**src/rtl/sram_arb_pkg.sv**
```systemverilog
// sram_arb_pkg: state and requester encodings plus default widths for the SRAM arbiter
package sram_arb_pkg;
  localparam int AW_DEF = 10;
  localparam int DW_DEF = 8;
  typedef enum logic [2:0] {IDLE, WR, RD_A, RD_D, DONE} state_t;
  typedef enum logic [1:0] {ID_LD, ID_IF, ID_DT} id_t;
  function automatic logic [2:0] ack_vec(id_t id);
    return {id == ID_LD, id == ID_IF, id == ID_DT};
  endfunction
endpackage

```
**src/rtl/sram_arb_pick.sv**
```systemverilog
// sram_arb_pick: loader has fixed priority; fetch and data alternate when both are waiting
module sram_arb_pick
  import sram_arb_pkg::*;
(
  input  logic load_mode,
  input  logic ld_req,
  input  logic if_req,
  input  logic dt_req,
  input  id_t  rr_last,
  output logic valid,
  output id_t  id
);
  logic if_ok, dt_ok;
  always_comb begin
    if_ok = !load_mode && if_req;
    dt_ok = !load_mode && dt_req;
    valid = ld_req || if_ok || dt_ok;
    id = ld_req ? ID_LD : (if_ok && (!dt_ok || rr_last == ID_DT)) ? ID_IF : ID_DT;
  end
endmodule

```
**src/rtl/sram_arbiter.sv**
```systemverilog
// sram_arbiter: sequences single-port SRAM cycles for the loader, instruction fetch and data port
module sram_arbiter
  import sram_arb_pkg::*;
#(
  parameter int ADDR_WIDTH = AW_DEF,
  parameter int DATA_WIDTH = DW_DEF
) (
  input  logic                  clock,
  input  logic                  reset,
  input  logic                  load_mode,
  input  logic                  ld_req,
  input  logic                  ld_write,
  input  logic [ADDR_WIDTH-1:0] ld_addr,
  input  logic [DATA_WIDTH-1:0] ld_wdata,
  output logic                  ld_ack,
  input  logic                  if_req,
  input  logic [ADDR_WIDTH-1:0] if_addr,
  output logic                  if_ack,
  input  logic                  dt_req,
  input  logic                  dt_write,
  input  logic [ADDR_WIDTH-1:0] dt_addr,
  input  logic [DATA_WIDTH-1:0] dt_wdata,
  output logic                  dt_ack,
  output logic [DATA_WIDTH-1:0] rdata,
  output logic                  busy,
  output logic                  sram_write,
  output logic [ADDR_WIDTH-1:0] sram_addr,
  output logic [DATA_WIDTH-1:0] sram_in,
  input  logic [DATA_WIDTH-1:0] sram_out
);
  state_t state;
  id_t win, rr_last, pick_id;
  logic pick_valid, sel_write;
  logic [ADDR_WIDTH-1:0] sel_addr;
  logic [DATA_WIDTH-1:0] sel_wdata;

  sram_arb_pick u_pick (
    .load_mode(load_mode),
    .ld_req(ld_req),
    .if_req(if_req),
    .dt_req(dt_req),
    .rr_last(rr_last),
    .valid(pick_valid),
    .id(pick_id)
  );

  // Fetch has no write path, so it always selects a read.
  always_comb begin
    sel_write = (pick_id == ID_LD) ? ld_write : (pick_id == ID_DT) ? dt_write : 1'b0;
    sel_addr = (pick_id == ID_LD) ? ld_addr : (pick_id == ID_IF) ? if_addr : dt_addr;
    sel_wdata = (pick_id == ID_LD) ? ld_wdata : dt_wdata;
  end

  always_ff @(posedge clock or negedge reset) begin
    if (!reset) begin
      state <= IDLE;
      win <= ID_LD;
      rr_last <= ID_DT;
      {ld_ack, if_ack, dt_ack} <= 3'b000;
      busy <= 1'b0;
      sram_write <= 1'b0;
      sram_addr <= '0;
      sram_in <= '0;
      rdata <= '0;
    end else begin
      case (state)
        IDLE: if (pick_valid) begin
          state <= sel_write ? WR : RD_A;
          win <= pick_id;
          busy <= 1'b1;
          sram_write <= sel_write;
          sram_addr <= sel_addr;
          sram_in <= sel_wdata;
          if (pick_id != ID_LD) rr_last <= pick_id;
        end
        WR: begin
          state <= DONE;
          sram_write <= 1'b0;
          {ld_ack, if_ack, dt_ack} <= ack_vec(win);
        end
        RD_A: state <= RD_D;
        RD_D: begin
          state <= DONE;
          rdata <= sram_out;
          {ld_ack, if_ack, dt_ack} <= ack_vec(win);
        end
        default: begin
          state <= IDLE;
          busy <= 1'b0;
          sram_write <= 1'b0;
          {ld_ack, if_ack, dt_ack} <= 3'b000;
        end
      endcase
    end
  end
endmodule

```
**config.mk**
```make
export PLATFORM = sky130hd
export DESIGN_NAME = sram_arbiter
export DESIGN_NICKNAME = d
export VERILOG_FILES = /design/src/rtl/sram_arb_pkg.sv /design/src/rtl/sram_arb_pick.sv /design/src/rtl/sram_arbiter.sv
export SDC_FILE = /design/constraint.sdc
export NUM_CORES = 1
export LEC_CHECK = 0
export CAP_MARGIN = 20
export CORE_MARGIN = 2
export CORE_UTILIZATION = 30
export DETAILED_ROUTE_END_ITERATION = 8
export PLACE_DENSITY = 0.65
export SKIP_CTS_REPAIR_TIMING = 1
export SYNTH_ARGS = -nofsm -noshare
export SYNTH_HDL_FRONTEND = slang
export SYNTH_SLANG_ARGS = --single-unit
export TNS_END_PERCENT = 10
```
**constraint.sdc**
```tcl
create_clock -name clock -period 3.5 [get_ports clock]
set_input_delay 0.7 -clock clock [delete_from_list [all_inputs] [get_ports clock]]
set_output_delay 0.7 -clock clock [all_outputs]
set_load 0.1 [all_outputs]
```
==> results of run 1 <==
[how the worst max path moves through the flow]
stage / slack (ns) / cells after the start / to / start
detailed placement: 1.04 / 6 / sram_addr[1] / ld_req
global route: 0.95 / 1 / sram_addr[5] / sram_addr[5]
finish: 1.0 / 1 / sram_addr[1] / sram_addr[1]
CTS: 0.97 / 1 / sram_addr[1] / sram_addr[1]
floorplan: 1.61 / 5 / sram_addr[1] / ld_req
global placement: 1.07 / 6 / sram_addr[4] / ld_req
[cells in the final DEF, fill, tap and decap left out, types with 3 or more instances in the layout]
cell type,netlist,final
a21oi_1,3,3
nor3_1,3,3
mux2_2,8,8
clkdlybuf4s50_1,0,91
o21ai_0,11,11
o211ai_1,7,7
dfrtp_1,37,37
nor2_1,4,4
mux2i_1,16,16
a22oi_1,7,7
nand3_1,8,8
buf_4,0,3
clkbuf_8,1,6
o21ai_2,2,3
nand2_1,17,17
[per-layer routing]
layer | GRT usage [%] | share of wire (%) | up-vias
met5 | 0 | 0 | -
met4 | 5.17 | 1.1 | 0
met3 | 5.16 | 7.3 | 4
met2 | 22.2 | 48 | 55
met1 | 18.4 | 44 | 713
li1 | - | - | 759
[sequential cells by signal (all words and copies together) (netlist names)]
register / count
state: 3
rdata: 8
win: 2
sram_addr: 10
busy: 1
sram_write: 1
dt_ack: 1
rr_last: 2
ld_ack: 1
if_ack: 1
sram_in: 8
[worst register-to-register path: stages, from the launching register on]
cell and delay, ns:
dfrtp_1 0.55, nor3_4 0.47, o21ai_2 0.09, buf_4 0.25, nor3_1 0.32, a21o_1 0.12
[metrics by stage]
step	hold WS (ns)	instance area [um^2]
floorplan	0.404	1830
global placement	0.463	2790
detailed placement	0.469	2790
CTS	0.488	2880
global route	0.499	2880
finish	0.477	2880
[kinds of logic (layout without fill, tap and decap cells)]
group | after synthesis | after routing | share of synthesized area, %
simple gates | 44 | 44 | 12.9
compound gates | 41 | 41 | 16.6
flops | 38 | 38 | 52.1
mux | 24 | 24 | 13.7
buf+inv | 11 | 105 | 4.59
[layout make-up]
| class | count | area, um^2 |
|---|---|---|
| Clock buffer | 6 | 82.6 |
| Tap cell | 75 | 93.8 |
| Inverter | 2 | 7.51 |
| Fill cell | 578 | 3000 |
| Multi-Input combinational cell | 109 | 795 |
| Timing Repair Buffer | 95 | 938 |
| Clock inverter | 2 | 12.5 |
| Sequential cell | 38 | 952 |
==> results by group, run 1 <==
Critical path
  • Crit Reg-Reg Endpoint: win[1]
  • Critical path cell sequence: clkdlybuf4s50_1
  • Reg2Reg Setup Slack: 1.64 ns
  • Slowest cell on crit path: clkdlybuf4s50_1
  • Worst r2r src: state[0]
  • Crit path buffers/inverters: 1
  • Worst path required time: 2.80 ns
  • Crit-path leading delay family: buffers and inverters
  • Worst path max stage delay: 1.15 ns
  • Peak fanout along the critical path: 2
  • Critical Path AT: 1.80 ns
  • Setup CP Type: flip-flop to primary output
  • Startpoint types: flip-flop
  • CP endpoint kind: primary output
  • R2R depth: 5

Synth
  • Syn_area_per_cell: 11.6 um^2
  • Mapped Cells: 158
  • Register area share after synthesis: 52.1%
  • Post-Syn Area: 1830 um^2
  • Dominant cell by count in the synthesized netlist: dfrtp_1
  • Most frequent cells after synthesis: dfrtp_1, nand2_1, mux2i_1, o21ai_0
  • Synth top area cells: dfrtp_1, mux2i_1, mux2_2, nand2_1, o21ai_0
  • Mapped Nets: 220
  • Synth Warn #: 0
  • Top FF cell, synth: dfrtp_1
  • Cell variety after synth: 36
  • Synth top area share: 50.7%
  • Largest area contributor in the netlist: dfrtp_1
  • Fraction of registers with async set/reset: 100%
  • #FFs+latches synth: 38
  • Post-synth EDFFs: 0

Placement
  • Routability cong.: 0.687
  • Pre-CTS setup slack: 1.04 ns
  • Dpl hpwl: 3.33 mm
  • Port bufs: 92
  • Placed Cells: 319

Cells and area
  • Layout area overhead: 57.7%
  • Final Core Density: 49.0%
  • Share of cells above drive strength 1: 14.3%
  • Fin cells: 327
  • Fin nets: 313
  • # diodes: 0

GRT
  • Total gr overflow: 0
  • Largest net degree at the start of global routing: 39
  • Total GRT Usage: 14.3%
  • First-pass GRT wire length: 7.26 mm
  • Vias in the first global route: 1555
  • Initial antenna violation count: 0

STA
  • Final worst-path cycle share: 71.5%
  • Minimum clock period: 2.50 ns
  • Max transition margin: 33.3%
  • Final worst slack: 0.996 ns
  • Pins over their slew limit: 0
  • Worst-margin pin slew: 0.997 ns
  • Max Clk Rate: 399 MHz
  • Worst clock skew: 0.00586 ns
  • RSZ-0062 raised after global routing: false
  • Post-Route Setup TNS: 0 ns
  • Fin. Hold Viols: 0
  • Setup violators final: 0

Routing
  • Final wirelength: 4.54 mm
  • Vias/cell: 4.68
  • Vias: 1531
  • DRC viols: 0
  • DRT Pass-1 Iters: 4
  • Final ANT Viol Nets: 0
  • WL/cell: 13.9 um
  • Starting DRT DRC Count: 57

Worst hold path
  • Hold path startpoint: sram_in[7]
  • Hold Path Depth: 2
  • Hold Path Sink: sram_in[7]
  • Worst Hold Class: flip-flop to flip-flop

Clock network
  • CTS root buffer: clkbuf_8
  • CTS tree: done
  • Worst-skew pair later-pin latency: 0.29 ns
  • # clock sinks: 38
  • Clock transition at the registers of the reported paths: 0.08 ns
  • Max H-tree Level: 2
  • Inserted Clock Buffers: 5
  • Clock Tree Buf Depth: 2

Floorplanning
  • Die Ht: 82.0 um
  • Top-level port count: 93
  • Initial core utilization: 31.0%
  • Die X: 82.0 um
  • Row count: 28
  • Core area: 5890 um^2
  • DIE AREA: 6730 um^2

Job
  • MaxCap Viol Count: 0

Status
  • Status: finished clean
Power of run 1 is left out: the tool's default activity adds up to more than one toggle a clock period on the data nets, which glitch-free logic cannot reach.
==> run 2, diff against run 1 <==
Clock period 3.5 ns to 2.4 ns, I/O delays scaled along.
==> results by group, run 2 (synthesized netlist as in run 1, its figures left out) <==
STA
  • Setup violators final: 0
  • Final worst-path cycle share: 78.3%
  • Max Clk Rate: 532 MHz
  • RSZ-0062 raised after global routing: false
  • Minimum clock period: 1.88 ns
  • Worst-margin pin slew: 0.866 ns
  • Post-Route Setup TNS: 0 ns
  • Max transition margin: 42.3%
  • Worst clock skew: 0.00429 ns
  • Fin. Hold Viols: 0
  • Pins over their slew limit: 0
  • Final worst slack: 0.521 ns

Floorplanning
  • Die X: 82.0 um
  • Die Ht: 82.0 um
  • Initial core utilization: 31.0%
  • Row count: 28
  • Core area: 5890 um^2
  • DIE AREA: 6730 um^2
  • Top-level port count: 93

Placement
  • Dpl hpwl: 3.37 mm
  • Post-DP Area: 2720 um^2
  • Port bufs: 92
  • Routability cong.: 0.697
  • Pre-CTS setup slack: 0.225 ns

Routing
  • Starting DRT DRC Count: 42
  • Vias: 1545
  • Final ANT Viol Nets: 0
  • DRT Pass-1 Iters: 4
  • DRC viols: 0
  • WL/cell: 13.7 um
  • Vias/cell: 4.72
  • Final wirelength: 4.47 mm

Clock network
  • CTS root buffer: clkbuf_8
  • Clock Tree Buf Depth: 2
  • # clock sinks: 38
  • Worst-skew pair later-pin latency: 0.29 ns
  • Inserted Clock Buffers: 5
  • CTS tree: done
  • Max H-tree Level: 2
  • Clock transition at the registers of the reported paths: 0.07 ns

GRT
  • First-pass GRT wire length: 6.87 mm
  • Initial antenna violation count: 0
  • Largest net degree at the start of global routing: 39
  • Total GRT Usage: 13.6%
  • Vias in the first global route: 1493
  • Total gr overflow: 0

Critical path
  • Crit path buffers/inverters: 3
  • Worst r2r src: state[0]
  • Crit-path leading delay family: buffers and inverters
  • Setup CP Type: primary input to flip-flop
  • Worst path max stage delay: 0.48 ns
  • Critical path cell sequence: clkdlybuf4s50_1, buf_4, inv_1, a22o_2, a22oi_1, a22o_1
  • Worst path required time: 2.63 ns
  • Startpoint types: primary input
  • Peak fanout along the critical path: 25
  • Crit Reg-Reg Endpoint: rr_last[0]
  • R2R depth: 3
  • Critical Path AT: 2.10 ns
  • Reg2Reg Setup Slack: 0.57 ns
  • Slowest cell on crit path: clkdlybuf4s50_1
  • CP endpoint kind: flip-flop

Cells and area
  • Fin nets: 314
  • Most frequent cells in the layout: clkdlybuf4s50_1, dfrtp_1, buf_4
  • # diodes: 0
  • Layout area overhead: 52.9%
  • Fillers: 570
  • Top Registers: sram_addr: 10 flops, rdata: 8 flops, sram_in: 8 flops
  • Largest register FFs: 10
  • Largest register by flop count: sram_addr
  • Final Core Density: 47.4%
  • Post-route cell area: 2790 um^2
  • Commonest non-fill, non-tap cell in the layout: clkdlybuf4s50_1
  • Share of cells above drive strength 1: 25.8%

Job
  • MaxCap Viol Count: 0

Worst hold path
  • Worst Hold Class: primary input to asynchronous set/reset pin

Status
  • Status: finished clean
run 2: cell count changes in the layout (fill, tap and decap cells not counted):
| cell | previous run | this run |
|---|---|---|
| buf_4 | 3 | 35 |
| clkbuf_1 | 0 | 2 |
| clkbuf_8 | 6 | 5 |
| clkdlybuf4s50_1 | 91 | 60 |
| clkinv_2 | 1 | 0 |
| clkinvlp_4 | 1 | 0 |
run 2: area by class of cell:
| class | instances | area (um^2) | area share (%) |
|---|---|---|---|
| inverter | 2 | 7.51 | 0.269 |
| clock buffer | 7 | 76.3 | 2.73 |
| sequential | 38 | 952 | 34.1 |
| multi-input combinational | 109 | 795 | 28.4 |
| timing repair buffer | 96 | 868 | 31.1 |
| tap | 75 | 93.8 | 3.36 |
run 2: per-layer routing:
metal | share of wire, % | track usage [%] | vias up
li1 | - | - | 757
met5 | 0 | 0 | -
met3 | 6.9 | 3.96 | 8
met4 | 1.3 | 4.50 | 0
met2 | 49 | 22.2 | 55
met1 | 43 | 17.2 | 725
run 2: worst max path at each step:
| stage | from | to | slack, ns | cells after the start |
|---|---|---|---|---|
| floorplan | ld_req | sram_addr[1] | 0.73 | 5 |
| global placement | ld_req | sram_write | 0.26 | 6 |
| detailed placement | ld_req | sram_write | 0.22 | 6 |
| CTS | ld_req | state[1] | 0.53 | 6 |
| global route | state[0] | sram_addr[5] | 0.42 | 5 |
| finish | ld_req | state[1] | 0.52 | 6 |
run 2: through the flow:
stage	std cells	hold slack (ns)
2_1_floorplan	158	0.184
3_3_place_gp	320	0.467
3_5_place_dp	320	0.472
4_1_cts	327	0.338
5_1_grt	327	0.380
6_report	327	0.307
Power of run 2 is left out for the same reason.
==> run 3, diff against run 2 <==
Settings changed: PLACE_DENSITY 0.65 to 0.68.
Clock period 2.4 ns to 1.6 ns, I/O delays scaled along.
==> results by group, run 3 (synthesized netlist as in run 1, its figures left out) <==
STA
  • Worst clock skew: 0.0110 ns
  • Fin. Hold Viols: 0
  • Worst-margin pin slew: 0.387 ns
  • Max transition margin: 74.2%
  • Max Clk Rate: 628 MHz
  • RSZ-0062 raised after global routing: true
  • Setup violators final: 0
  • Minimum clock period: 1.59 ns
  • Final worst-path cycle share: 99.5%
  • Pins over their slew limit: 0

Cells and area
  • Top Registers: sram_addr: 10 flops, rdata: 8 flops, sram_in: 8 flops
  • Largest register FFs: 10
  • Most frequent cells in the layout: clkdlybuf4s50_1, dfrtp_1, buf_12
  • Fin nets: 331
  • Fin cells: 345
  • Register area: 952 um^2
  • Area of the multi-input gates: 802 um^2
  • Fillers: 506
  • Share of cells above drive strength 1: 31.5%
  • Layout area overhead: 85.8%
  • Largest register by flop count: sram_addr
  • # diodes: 0
  • Commonest non-fill, non-tap cell in the layout: clkdlybuf4s50_1

Clock network
  • CTS root buffer: clkbuf_8
  • # clock sinks: 38
  • Max H-tree Level: 2
  • Worst-skew pair later-pin latency: 0.29 ns
  • CTS tree: done
  • Clock transition at the registers of the reported paths: 0.08 ns
  • Inserted Clock Buffers: 5
  • Clock Tree Buf Depth: 2

Critical path
  • Startpoint types: primary input
  • Critical Path AT: 1.81 ns
  • Crit path launch: if_req
  • Worst path required time: 1.82 ns
  • Critical path cell sequence: clkdlybuf4s50_1, or2b_2, buf_4, a211oi_4, a22oi_1, o21ai_2
  • Critical Path End: sram_addr[1]
  • Slowest cell on crit path: clkdlybuf4s50_1
  • Worst r2r src: rr_last[1]
  • Crit path buffers/inverters: 2
  • Reg2Reg Setup Slack: 0.04 ns
  • Peak fanout along the critical path: 5
  • R2R depth: 5
  • Crit Reg-Reg Endpoint: sram_addr[7]
  • Crit path depth: 6
  • CP endpoint kind: flip-flop
  • Setup CP Type: primary input to flip-flop
  • Crit-path leading delay family: buffers and inverters
  • Worst path max stage delay: 0.47 ns

Placement
  • Placed Cells: 336
  • Port bufs: 92
  • Dpl hpwl: 3.87 mm
  • Routability cong.: 0.740

Floorplanning
  • Initial core utilization: 31.0%
  • Top-level port count: 93
  • Core area: 5890 um^2
  • Die X: 82.0 um
  • DIE AREA: 6730 um^2
  • Die Ht: 82.0 um
  • Row count: 28

Routing
  • Vias: 1620
  • Vias/cell: 4.70
  • Final ANT Viol Nets: 0
  • Final wirelength: 4.74 mm
  • WL/cell: 13.7 um
  • DRC viols: 0
  • DRT Pass-1 Iters: 4
  • Starting DRT DRC Count: 47

GRT
  • Largest net degree at the start of global routing: 25
  • Total gr overflow: 0
  • Vias in the first global route: 1568
  • Initial antenna violation count: 0
  • First-pass GRT wire length: 7.54 mm
  • Total GRT Usage: 15.0%

Worst hold path
  • Worst Hold Class: primary input to asynchronous set/reset pin

Status
  • Status: finished clean

Job
  • MaxCap Viol Count: 0
run 3: worst min-delay path by stage:
stage | startpoint | end | slack, ns | depth (start not counted)
after global placement | reset | ld_ack | 0.26 | 1
after detailed placement | reset | ld_ack | 0.27 | 1
after floorplan | reset | busy | 0.02 | 0
final | reset | rdata[0] | 0.48 | 2
after CTS | reset | rdata[0] | -0.06 | 1
after global routing | reset | rdata[0] | 0.50 | 2
run 3: area by class of cell:
class | count | area share, %
Clock inverter | 2 | 0.369
Clock buffer | 6 | 2.43
Inverter | 2 | 0.221
Sequential cell | 38 | 28.1
Timing Repair Buffer | 113 | 42.5
Tap cell | 75 | 2.77
Multi-Input combinational cell | 109 | 23.6
run 3: metal layers:
layer | vias to the layer above | track usage [%] | part of all wire [%]
met5 | - | 0 | 0
met1 | 759 | 18.9 | 41
met3 | 4 | 5.27 | 7.6
met2 | 60 | 24.6 | 50
met4 | 0 | 3.50 | 0.74
li1 | 797 | - | -
run 3: stage by stage:
step	worst slack, ns	hold WS [ns]	setup TNS (ns)	instance area (um^2)	utilization (%)
after detailed placement	-0.353	0.266	-5.83	3270	55.6
final	0.00778	0.476	0	3390	57.7
after global routing	-0.0315	0.500	-0.144	3390	57.7
after global placement	-0.309	0.259	-5.15	3270	55.6
after CTS	-0.0693	-0.0620	-0.537	3370	57.2
after floorplan	0.0215	0.0244	0	1830	-
Power of run 3 is left out for the same reason.
